File: src/rtl/rotate_arbiter_if.sv
// Request/response bundle for rotate_arbiter: two rotate requesters plus
// the downstream result channel.
interface rotate_arbiter_if;
  logic       req0_valid;
  logic       req0_ready;
  logic [7:0] req0_data;
  logic [2:0] req0_amt;
  logic       req0_dir;
  logic       req1_valid;
  logic       req1_ready;
  logic [7:0] req1_data;
  logic [2:0] req1_amt;
  logic       req1_dir;
  logic       out_valid;
  logic       out_ready;
  logic [7:0] out_data;
  logic       out_src;

  // slave = the arbiter, master = requesters and consumer
  modport slave (
    input  req0_valid, req0_data, req0_amt, req0_dir,
    input  req1_valid, req1_data, req1_amt, req1_dir,
    input  out_ready,
    output req0_ready, req1_ready,
    output out_valid, out_data, out_src
  );

  modport master (
    output req0_valid, req0_data, req0_amt, req0_dir,
    output req1_valid, req1_data, req1_amt, req1_dir,
    output out_ready,
    input  req0_ready, req1_ready,
    input  out_valid, out_data, out_src
  );
endinterface

File: src/rtl/rotate_arbiter.sv
// Two requesters share one 8-bit rotate-right unit through a round-robin
// (or fixed-priority) arbiter feeding a one-entry valid/ready output register.
module barrel_shifter_8bit (
  input  logic [7:0] din,
  input  logic [2:0] amt,
  output logic [7:0] dout
);
  logic [7:0] s0, s1;

  assign s0   = amt[0] ? {din[0],   din[7:1]} : din;
  assign s1   = amt[1] ? {s0[1:0],  s0[7:2]}  : s0;
  assign dout = amt[2] ? {s1[3:0],  s1[7:4]}  : s1;
endmodule

module rotate_arbiter #(
  parameter bit RR_EN   = 1'b1,
  parameter int COUNT_W = 16
) (
  input  logic               clk,
  input  logic               rst,
  rotate_arbiter_if.slave    bus,
  output logic [COUNT_W-1:0] cnt0,
  output logic [COUNT_W-1:0] cnt1
);
  localparam int NUM_REQ = 2;

  typedef enum logic {EMPTY = 1'b0, FULL = 1'b1} state_t;

  state_t                            state_q, state_d;
  logic                              last_q, last_d;
  logic [7:0]                        data_q, data_d;
  logic                              src_q, src_d;
  logic [NUM_REQ-1:0][COUNT_W-1:0]   cnt_q, cnt_d;

  logic [NUM_REQ-1:0]                vld;
  logic [NUM_REQ-1:0][7:0]           rq_data;
  logic [NUM_REQ-1:0][2:0]           rq_amt;
  logic [NUM_REQ-1:0]                rq_dir;
  logic [NUM_REQ-1:0][2:0]           eff_amt;

  logic                              slot_free, accept, win;
  logic [7:0]                        rot_out;

  assign vld     = {bus.req1_valid, bus.req0_valid};
  assign rq_data = {bus.req1_data,  bus.req0_data};
  assign rq_amt  = {bus.req1_amt,   bus.req0_amt};
  assign rq_dir  = {bus.req1_dir,   bus.req0_dir};

  // Left by n is right by (8-n) mod 8, i.e. the 3-bit negation of n.
  for (genvar i = 0; i < NUM_REQ; i++) begin : g_amt
    assign eff_amt[i] = rq_dir[i] ? (3'd0 - rq_amt[i]) : rq_amt[i];
  end

  barrel_shifter_8bit u_rot (
    .din  (rq_data[win]),
    .amt  (eff_amt[win]),
    .dout (rot_out)
  );

  // Grant depends only on valids, pointer and slot state, never on payload.
  always_comb begin
    slot_free = !rst && ((state_q == EMPTY) || bus.out_ready);
    if (RR_EN) win = (&vld) ? ~last_q : vld[1];
    else       win = ~vld[0];
    accept = slot_free && (|vld);
  end

  assign bus.req0_ready = accept && !win;
  assign bus.req1_ready = accept &&  win;

  always_comb begin
    state_d = state_q;
    last_d  = last_q;
    data_d  = data_q;
    src_d   = src_q;
    cnt_d   = cnt_q;
    if (accept) begin
      state_d      = FULL;
      data_d       = rot_out;
      src_d        = win;
      last_d       = win;
      cnt_d[win]   = cnt_q[win] + COUNT_W'(1);
    end else if ((state_q == FULL) && bus.out_ready) begin
      state_d = EMPTY;
    end
  end

  always_ff @(posedge clk or posedge rst) begin
    if (rst) begin
      state_q <= EMPTY;
      last_q  <= 1'b1;
      data_q  <= 8'h00;
      src_q   <= 1'b0;
      cnt_q   <= '0;
    end else begin
      state_q <= state_d;
      last_q  <= last_d;
      data_q  <= data_d;
      src_q   <= src_d;
      cnt_q   <= cnt_d;
    end
  end

  assign bus.out_valid = (state_q == FULL);
  assign bus.out_data  = data_q;
  assign bus.out_src   = src_q;
  assign cnt0          = cnt_q[0];
  assign cnt1          = cnt_q[1];
endmodule

File: src/flat_wrapper.sv
// flat-port wrapper written by rule: the top's interface ports become plain ports
module rotate_arbiter_flat 
#(
  parameter bit RR_EN   = 1'b1,
  parameter int COUNT_W = 16
)
  (clk, rst, cnt0, cnt1, bus_req0_valid, bus_req0_data, bus_req0_amt, bus_req0_dir, bus_req1_valid, bus_req1_data, bus_req1_amt, bus_req1_dir, bus_out_ready, bus_req0_ready, bus_req1_ready, bus_out_valid, bus_out_data, bus_out_src);
  rotate_arbiter_if bus_i ();
  input  logic clk;
  input  logic rst;
  output logic [COUNT_W-1:0] cnt0;
  output logic [COUNT_W-1:0] cnt1;
  input wire logic [$bits(bus_i.req0_valid)-1:0] bus_req0_valid;
  input wire logic [$bits(bus_i.req0_data)-1:0] bus_req0_data;
  input wire logic [$bits(bus_i.req0_amt)-1:0] bus_req0_amt;
  input wire logic [$bits(bus_i.req0_dir)-1:0] bus_req0_dir;
  input wire logic [$bits(bus_i.req1_valid)-1:0] bus_req1_valid;
  input wire logic [$bits(bus_i.req1_data)-1:0] bus_req1_data;
  input wire logic [$bits(bus_i.req1_amt)-1:0] bus_req1_amt;
  input wire logic [$bits(bus_i.req1_dir)-1:0] bus_req1_dir;
  input wire logic [$bits(bus_i.out_ready)-1:0] bus_out_ready;
  output wire logic [$bits(bus_i.req0_ready)-1:0] bus_req0_ready;
  output wire logic [$bits(bus_i.req1_ready)-1:0] bus_req1_ready;
  output wire logic [$bits(bus_i.out_valid)-1:0] bus_out_valid;
  output wire logic [$bits(bus_i.out_data)-1:0] bus_out_data;
  output wire logic [$bits(bus_i.out_src)-1:0] bus_out_src;
  assign bus_i.req0_valid = bus_req0_valid;
  assign bus_i.req0_data = bus_req0_data;
  assign bus_i.req0_amt = bus_req0_amt;
  assign bus_i.req0_dir = bus_req0_dir;
  assign bus_i.req1_valid = bus_req1_valid;
  assign bus_i.req1_data = bus_req1_data;
  assign bus_i.req1_amt = bus_req1_amt;
  assign bus_i.req1_dir = bus_req1_dir;
  assign bus_i.out_ready = bus_out_ready;
  assign bus_req0_ready = bus_i.req0_ready;
  assign bus_req1_ready = bus_i.req1_ready;
  assign bus_out_valid = bus_i.out_valid;
  assign bus_out_data = bus_i.out_data;
  assign bus_out_src = bus_i.out_src;
  rotate_arbiter #(.RR_EN(RR_EN), .COUNT_W(COUNT_W)) u_core (.clk(clk), .rst(rst), .bus(bus_i), .cnt0(cnt0), .cnt1(cnt1));
endmodule
File: config.mk
export PLATFORM = sky130hd
export DESIGN_NAME = rotate_arbiter_flat
export DESIGN_NICKNAME = d
export VERILOG_FILES = /design/src/rtl/rotate_arbiter_if.sv /design/src/rtl/rotate_arbiter.sv /design/src/flat_wrapper.sv
export SDC_FILE = /design/constraint.sdc
export NUM_CORES = 1
export LEC_CHECK = 0
export ABC_CLOCK_PERIOD_IN_PS = 6710
export CAP_MARGIN = 5
export CORE_MARGIN = 4
export CORE_UTILIZATION = 41
export CTS_BUF_LIST = sky130_fd_sc_hd__clkbuf_8
export DETAILED_ROUTE_END_ITERATION = 6
export DONT_BUFFER_PORTS = 1
export SLEW_MARGIN = 10
export SYNTH_ARGS = -nofsm -noshare
export SYNTH_HDL_FRONTEND = slang
export SYNTH_HIERARCHICAL = 1
export SYNTH_SLANG_ARGS = --single-unit
File: constraint.sdc
create_clock -name clk -period 6.71 [get_ports clk]
set_clock_uncertainty 0.15 [all_clocks]
set_input_delay 1.342 -clock clk [delete_from_list [all_inputs] [get_ports clk]]
set_output_delay 1.342 -clock clk [all_outputs]
set_load 0.03 [all_outputs]
; Yosys cells after proc, flatten, opt, wreduce, memory -nomap -nowiden
; Cells that the tools add are included.
; Widths: inputs -> output; s select.
[word_totals]
input_bits = 29
word_cells = 42
out_inout_bits = 44
ff_bits = 43
[op_classes]
bitwise_logic = 2
mux = 17
n_addsub = 3
n_reduce_logical = 12
order_cmp = 2
[op_table]
columns = cell, n
row1 = $mux 16, 3
row2 = $mux 8, 5
row3 = $bwmux 32, 1
row4 = $add 16x1->16 const B, 1
row5 = $demux 16 s1, 1
row6 = $mux 3, 4
row7 = $logic_and 1x1->1, 6
row8 = $sub 1x3->3 const A, 2
row9 = $mux 1, 3
row10 = $logic_not 1->1, 2
row11 = $lt 1x2->1 const B, 1
row12 = $not 1->1, 2
row13 = $reduce_and 2->1, 1
row14 = $reduce_bool 2->1, 1
row15 = $reduce_or 2->1, 1
row16 = $ge 1x1->1 const B, 1
row17 = $logic_or 1x1->1, 1

; Longest topological paths before layout
; Gate-level depths: netlist of run 1.
[depth]
word_depth = 7
depth_mapped = 10

; Modules after synthesis
; Netlist of run 1, hierarchy kept.
[modules_own_cells]
columns = module, n_inst, area_each_um2, cells_each
row1 = rotate_arbiter, 1, 2205.9, 207
row2 = barrel_shifter_8bit, 1, 326.6, 19

; Worst setup path after synthesis of run 1
; Ideal clock, no wire load.
[synth_timing]
path_kind = input to output
startpoint = input rst
endpoint = output bus_req0_ready
path_slack_ns = 3.029
path_stages = 3
t_required_ns = 5.218
arrival_time_ns = 2.189
path_cell_list = buf_2 -> nor4b_4 -> buf_6
[synth_via]
elab_chain_cells = 4
[synth_lines]
columns = item, line
row1 = start: declaration, flat_wrapper.sv:10  ; input logic rst;
row2 = $logic_not 1->1, rotate_arbiter.sv:62  ; slot_free = !rst && ((state_q == EMPTY) || bus.out_ready);
row3 = $logic_and 1x1->1, rotate_arbiter.sv:62
row4 = $logic_and 1x1->1, rotate_arbiter.sv:65  ; accept = slot_free && (|vld);
row5 = $logic_and 1x1->1, rotate_arbiter.sv:68  ; assign bus.req0_ready = accept && !win;
row6 = end: declaration, flat_wrapper.sv:22  ; output wire logic [$bits(bus_i.req0_ready)-1:0] bus_req0_ready;
; Every way passes these cells.

; Final worst setup path of run 1
[layout_timing]
startpoint = input bus_req1_valid
endpoint = output bus_req1_ready
[layout_via]
elab_chain_cells = 3
word_cells_on_any_way = 5
[layout_lines]
columns = item, line
row1 = start: declaration, flat_wrapper.sv:17  ; input wire logic [$bits(bus_i.req1_valid)-1:0] bus_req1_valid;
row2 = $reduce_and 2->1 or $reduce_or 2->1 (tied branches), "rotate_arbiter.sv:63, rotate_arbiter.sv:65"
row3 = $mux 1 or $logic_and 1x1->1 (tied branches), "rotate_arbiter.sv:63, rotate_arbiter.sv:65"
row4 = $logic_and 1x1->1 (*), rotate_arbiter.sv:69  ; assign bus.req1_ready = accept && win;
row5 = end: declaration, flat_wrapper.sv:23  ; output wire logic [$bits(bus_i.req1_ready)-1:0] bus_req1_ready;
; Mark *: on every way between the ends. The rest lies on a longest branch, timed or not.

==> results.toml, run 1 <==
[status]
outcome = "complete, no violations"

[power]
peakVddDrop_uv = 161.3
p_per_area_mw_per_mm2 = 301.4
power_w = 0.0008018
power.leakage_nw = 1.169

[timing]
final-setup-viol-count = 0
max_freq_mhz = 256.4
worst_pin_slew_ns = 1.167
rsz0062_at_grt = "false"
min_period_ns = 3.900
finalCritPeriodShare_pct = 58.12
tns_ns = 0
slew_headroom_pct = 21.40
finalHoldViolCount = 0
slew_violations = 0

[grt]
grtUsageTotal_pct = 15.19
grt_antenna_before_repair = 0
grt.met1_usage_pct = 19.94
grt_pass1_vias = 1664
use_met2_pct = 23.85
grtUsageMet3_pct = 5.894
gr-max-usage-layer = "met2"
grt_max_degree = 25
grt_pass1_wl_um = 8914
overflow = 0

[synthesis]
avgSynthCellArea_um2 = 11.21
ys_types = 38
synth_area_leader_cell = "dfrtp_1"
yosys_warnings = 6
syn_nets = 258
ys_top_cells_by_area = "dfrtp_1, xnor2_1, mux4_1"
synth-seq-cells = 43
yosysTopAreaCellShare_pct = 41.50
synthCells = 226
synth_area_mm2 = 0.002532
synth-seq-area-share_pct = 42.54

[die]
die_y_um = 86.59
core-area_mm2 = 0.005956
start_util_pct = 42.52
ios = 73
die_area_mm2 = 0.007498
rows = 28
die_w_um = 86.59

[clock_tree]
cts_buffers = 5
cts-hold-fix-buffers = 0
clock_latency_ns = 0.29
cts_sinks = 43
cts_resized = 0
path_clk_slew_ns = 0.08
cts-root-buf = "clkbuf_8"
htree_levels = 2
clockBufferDepth = 2
postCtsSetupBuffers = 0
tritoncts = "done"

[job]
cap_violations = 0

[final_layout]
final_util_pct = 44.66
multi_input_area_mm2 = 0.001370
drive_gt1_share_pct = 14.98
nNetsFinal = 258
final_common_cell = "nand2_1"
nFillCells = 581
stdcell_area_mm2 = 0.002660
final_cell_mix = "nand2_1, dfrtp_1, xnor2_1"
n_antenna_cell = 0
regArea_mm2 = 0.001077
stdcell_count = 302
areaGrowthSynthToFinish_pct = 5.039

[placement]
dp.cells = 294
routabilityCongestion = 0.8013
dp_hpwl_um = 4046
dpl_cell_area_mm2 = 0.002575
port-buffer-count = 0

[worst_setup_path]
r2r-start = "u_core/last_q"
timing.rr.end = "u_core/bus.out_data[4]"
cp-start-kind = "primary input"
path_depth = 2
worstSetupPathType = "in -> out"
worst-r2r-cell-count = 5
path_delay_family = "simple AND/OR/NAND/NOR gates"
cp-end-kind = "output pin"
crit_chain = "a21bo_1 > nor3_4"
cp-endpoint = "bus_req1_ready"
r2r_slack_ns = 3.47
slowest_delay_ns = 0.62
critical_path.max_fanout = 16
critPathLaunch = "bus_req1_valid"
worst-path-buf-inv = 0
cp_slowest_cell = "nor3_4"
cp.required_ns = 5.22
critPathArrivalTime_ns = 2.41

[route]
wl_um = 5435
drt-initial-drc-count = 92
vias_per_cell = 5.546
firstDrtPassIters = 4
wl_per_cell_um = 18.00
ant_nets = 0
num_vias = 1675
post-route-drc-count = 0

[hold_path]
hold_path.class = "reg -> reg"
kinds of logic (layout without fill, tap and decap cells):
logic type | after synthesis | in the layout | synth area share [%]
compound gates | 11 | 11 | 3.261
fa+ha+maj | 3 | 3 | 1.482
buf+inv | 14 | 15 | 3.360
simple gates | 93 | 93 | 20.41
flops | 43 | 43 | 42.54
mux | 30 | 30 | 17.89
xor+xnor | 32 | 32 | 11.07
sequential cells by signal, indices dropped and copies added (netlist names):
name / cells
u_core/bus.out_valid: 1
u_core/cnt0: 16
u_core/bus.out_src: 1
u_core/bus.out_data: 8
u_core/last_q: 1
u_core/cnt1: 16
how the worst min path moves through the flow:
stage	cells past startpoint	slack (ns)	start	end
5_1_grt	1	0.42	u_core/last_q	u_core/last_q
3_5_place_dp	1	0.38	u_core/last_q	u_core/last_q
6_report	1	0.39	u_core/last_q	u_core/last_q
2_1_floorplan	1	0.36	u_core/last_q	u_core/last_q
4_1_cts	1	0.39	u_core/last_q	u_core/last_q
3_3_place_gp	1	0.38	u_core/last_q	u_core/last_q
through the flow:
step	hold slack (ns)	setup WS [ns]
2_1_floorplan	0.3650	3.029
3_3_place_gp	0.3776	2.591
3_5_place_dp	0.3800	2.525
4_1_cts	0.3913	2.813
5_1_grt	0.4180	2.655
6_report	0.3876	2.810
area by class of cell:
cell class                      count  share of cell area [%]
Clock buffer                        5                   2.587
Clock inverter                      3                  0.6115
Inverter                            5                  0.7056
Multi-Input combinational cell    169                   51.51
Sequential cell                    43                   40.50
Tap cell                           75                   3.528
Timing Repair Buffer                2                  0.5644
synthesized netlist by cell type (all sizes together):
library cell	n
nand2	43
dfrtp	42
xnor2	29
mux2	18
nand3	14
nand4	11
and3	8
mux4	8
buf	7
inv	5
mux2i	4
nor3	4
ha	3
nor2	3
nor2b	3
o21ai	3
xor2	3
a21o	2
clkbuf	2
nor4	2
a21bo	1
a21boi	1
a21oi	1
and2	1
dfstp	1
nand2b	1
nor3b	1
nor4b	1
o2111ai	1
o211a	1
o21bai	1
or3	1
routing by layer:
metal / vias to the layer above / share of wire (%) / wire, um
met5: - / 0 / 0
met4: 0 / 0.44 / 24
met3: 2 / 7.5 / 410
met2: 42 / 47 / 2543
met1: 827 / 45 / 2457
li1: 804 / - / -
power breakdown:
group | internal, W | switching, W
sequential | 0.000309 | 0.000167
combinational | 0.0000858 | 0.0000791
clock | 0.0000714 | 0.0000896
total | 0.000466 | 0.000336
Power figures use the tool's default switching activity.
==> run 2: changes to the inputs <==
--- a/config.mk
+++ b/config.mk
@@ -5,7 +5,7 @@
 export SDC_FILE = /design/constraint.sdc
 export NUM_CORES = 1
 export LEC_CHECK = 0
-export ABC_CLOCK_PERIOD_IN_PS = 6710
+export ABC_CLOCK_PERIOD_IN_PS = 3840
 export CAP_MARGIN = 5
 export CORE_MARGIN = 4
 export CORE_UTILIZATION = 41
==> constraint.sdc (replaced) <==
create_clock -name clk -period 3.84 [get_ports clk]
set_clock_uncertainty 0.15 [all_clocks]
set_input_delay 0.768 -clock clk [delete_from_list [all_inputs] [get_ports clk]]
set_output_delay 0.768 -clock clk [all_outputs]
set_load 0.03 [all_outputs]
==> run 2 against run 1 <==
Net effect: first-iteration DRC count shrank 28%; routed wire length decreased by 0.29%; highest routed layer unchanged; combinational power grew 76%.
==> results.toml, run 2 (synthesized netlist as in run 1, its figures left out) <==
[job]
cap_violations = 0

[worst_setup_path]
cp.required_ns = 3.87
r2r_slack_ns = 0.63
cp-end-kind = "register"
critPathArrivalTime_ns = 3.30
crit_chain = "inv_1 > ha_1 > nor2b_1 > xnor2_1 > o21ai_0 > mux4_1 > mux2_2 > mux2_2"
cp-start-kind = "primary input"
worstSetupPathType = "in -> reg"
cpMostUsedCell = "mux2_2"
slowest_delay_ns = 0.86
r2r-start = "u_core/last_q"
path_delay_family = "multiplexers"
worst-path-buf-inv = 1
critical_path.max_fanout = 8
cp_slowest_cell = "o21ai_0"
critPathLaunch = "bus_req0_amt[0]"

[timing]
finalCritPeriodShare_pct = 85.06
slew_violations = 0
worst_pin_slew_ns = 1.116
min_period_ns = 3.266
final-setup-viol-count = 0
slew_headroom_pct = 24.83
finalHoldViolCount = 0
max_freq_mhz = 306.2
tns_ns = 0
whs_ns = 0.2120
rsz0062_at_grt = "false"

[power]
swShare_pct = 40.43
p_per_area_mw_per_mm2 = 533.0
power.leakage_nw = 1.189
combPwrFrac_pct = 20.2
seqPwrFrac_pct = 58.1
p_clk_share_pct = 21.7
peakVddDrop_uv = 216.0
p_sw_w = 0.0005797
p_int_w = 0.0008541

[clock_tree]
htree_levels = 2
cts-hold-fix-buffers = 0
cts_sinks = 43
clockBufferDepth = 2
postCtsSetupBuffers = 0
clock_latency_ns = 0.29
cts_resized = 0
cts-root-buf = "clkbuf_8"
path_clk_slew_ns = 0.08
tritoncts = "done"
cts_buffers = 5

[route]
firstDrtPassIters = 4
wl_per_cell_um = 17.83
num_vias = 1666
wl_um = 5419
ant_nets = 0
vias_per_cell = 5.480
post-route-drc-count = 0
drt-initial-drc-count = 66

[final_layout]
final_common_cell = "nand2_1"
nFillCells = 564
nNetsFinal = 260
multi_input_area_mm2 = 0.001370
regArea_mm2 = 0.001077
n_antenna_cell = 0
areaGrowthSynthToFinish_pct = 6.225
final_cell_mix = "nand2_1, dfrtp_1, xnor2_1"
drive_gt1_share_pct = 15.72

[die]
ios = 73
die_w_um = 86.59
rows = 28
start_util_pct = 42.52
core-area_mm2 = 0.005956
die_y_um = 86.59
die_area_mm2 = 0.007498

[grt]
grt_pass1_wl_um = 9211
overflow = 0
grtUsageTotal_pct = 15.76
grt_pass1_vias = 1720
grt_max_degree = 27
grt_antenna_before_repair = 0

[placement]
routabilityCongestion = 0.7868
port-buffer-count = 0
dp_hpwl_um = 4104

[hold_path]
hold_path.class = "in -> async"

[status]
outcome = "complete, no violations"
[run 2: cell types whose count changed in the layout (fill, tap and decap cells not counted), sizes merged]
| cell | change |
|---|---|
| buf | +2 |
| clkbuf | +2 |
| clkinv | -1 |
| clkinvlp | -1 |
[run 2: final cells by class]
class                           count  share of cell area [%]
Multi-Input combinational cell    169                   50.93
Sequential cell                    43                   40.05
Clock buffer                        7                   3.581
Tap cell                           75                   3.488
Timing Repair Buffer                4                   1.116
Inverter                            5                  0.6977
Clock inverter                      1                  0.1395
[run 2: power groups by stage]
| stage | logic, W | clock network (W) | registers [W] |
|---|---|---|---|
| after floorplan | 0.000255 | 0 | 0.000802 |
| after global routing | 0.000329 | 0.000348 | 0.000854 |
| after detailed placement | 0.000290 | 0 | 0.000848 |
| after CTS | 0.000293 | 0.000322 | 0.000838 |
| after global placement | 0.000286 | 0 | 0.000847 |
| final | 0.000290 | 0.000311 | 0.000833 |
[run 2: through the flow]
| step | setup slack [ns] | std cells | cell area (um2) | power (W) | utilization [%] |
|---|---|---|---|---|---|
| after floorplan | 0.9648 | 226 | 2532 | 0.001057 | - |
| after global placement | 0.3357 | 296 | 2590 | 0.001133 | 43.49 |
| after detailed placement | 0.2781 | 296 | 2590 | 0.001138 | 43.49 |
| after CTS | 0.5934 | 304 | 2690 | 0.001453 | 45.17 |
| after global routing | 0.3838 | 304 | 2690 | 0.001532 | 45.17 |
| final | 0.5737 | 304 | 2690 | 0.001434 | 45.17 |
[run 2: worst reg2reg max path: cells and delay by family (launching register included)]
kind           cells  cell delay [ns]
multiplexers       3             1.25
AO/OA/AOI/OAI      2             1.14
flip-flops         1             0.56
[run 2: metal layers]
layer | vias to the layer above | global-route usage [%] | part of all wire (%)
li1 | 803 | - | -
met1 | 804 | 20.68 | 42
met2 | 54 | 24.62 | 49
met3 | 5 | 6.369 | 8.9
met4 | 0 | 3.399 | 0.57
met5 | - | 0 | 0
[run 2: path summary, 6_finish.rpt]
path	to	cells past startpoint
hold / removal	u_core/cnt1[13]	1
max in group asynchronous	u_core/last_q	2
min in group clk	u_core/last_q	1
hold reg to reg	u_core/last_q	1
setup / recovery	u_core/bus.out_data[0]	8
setup reg to reg	u_core/bus.out_data[0]	5
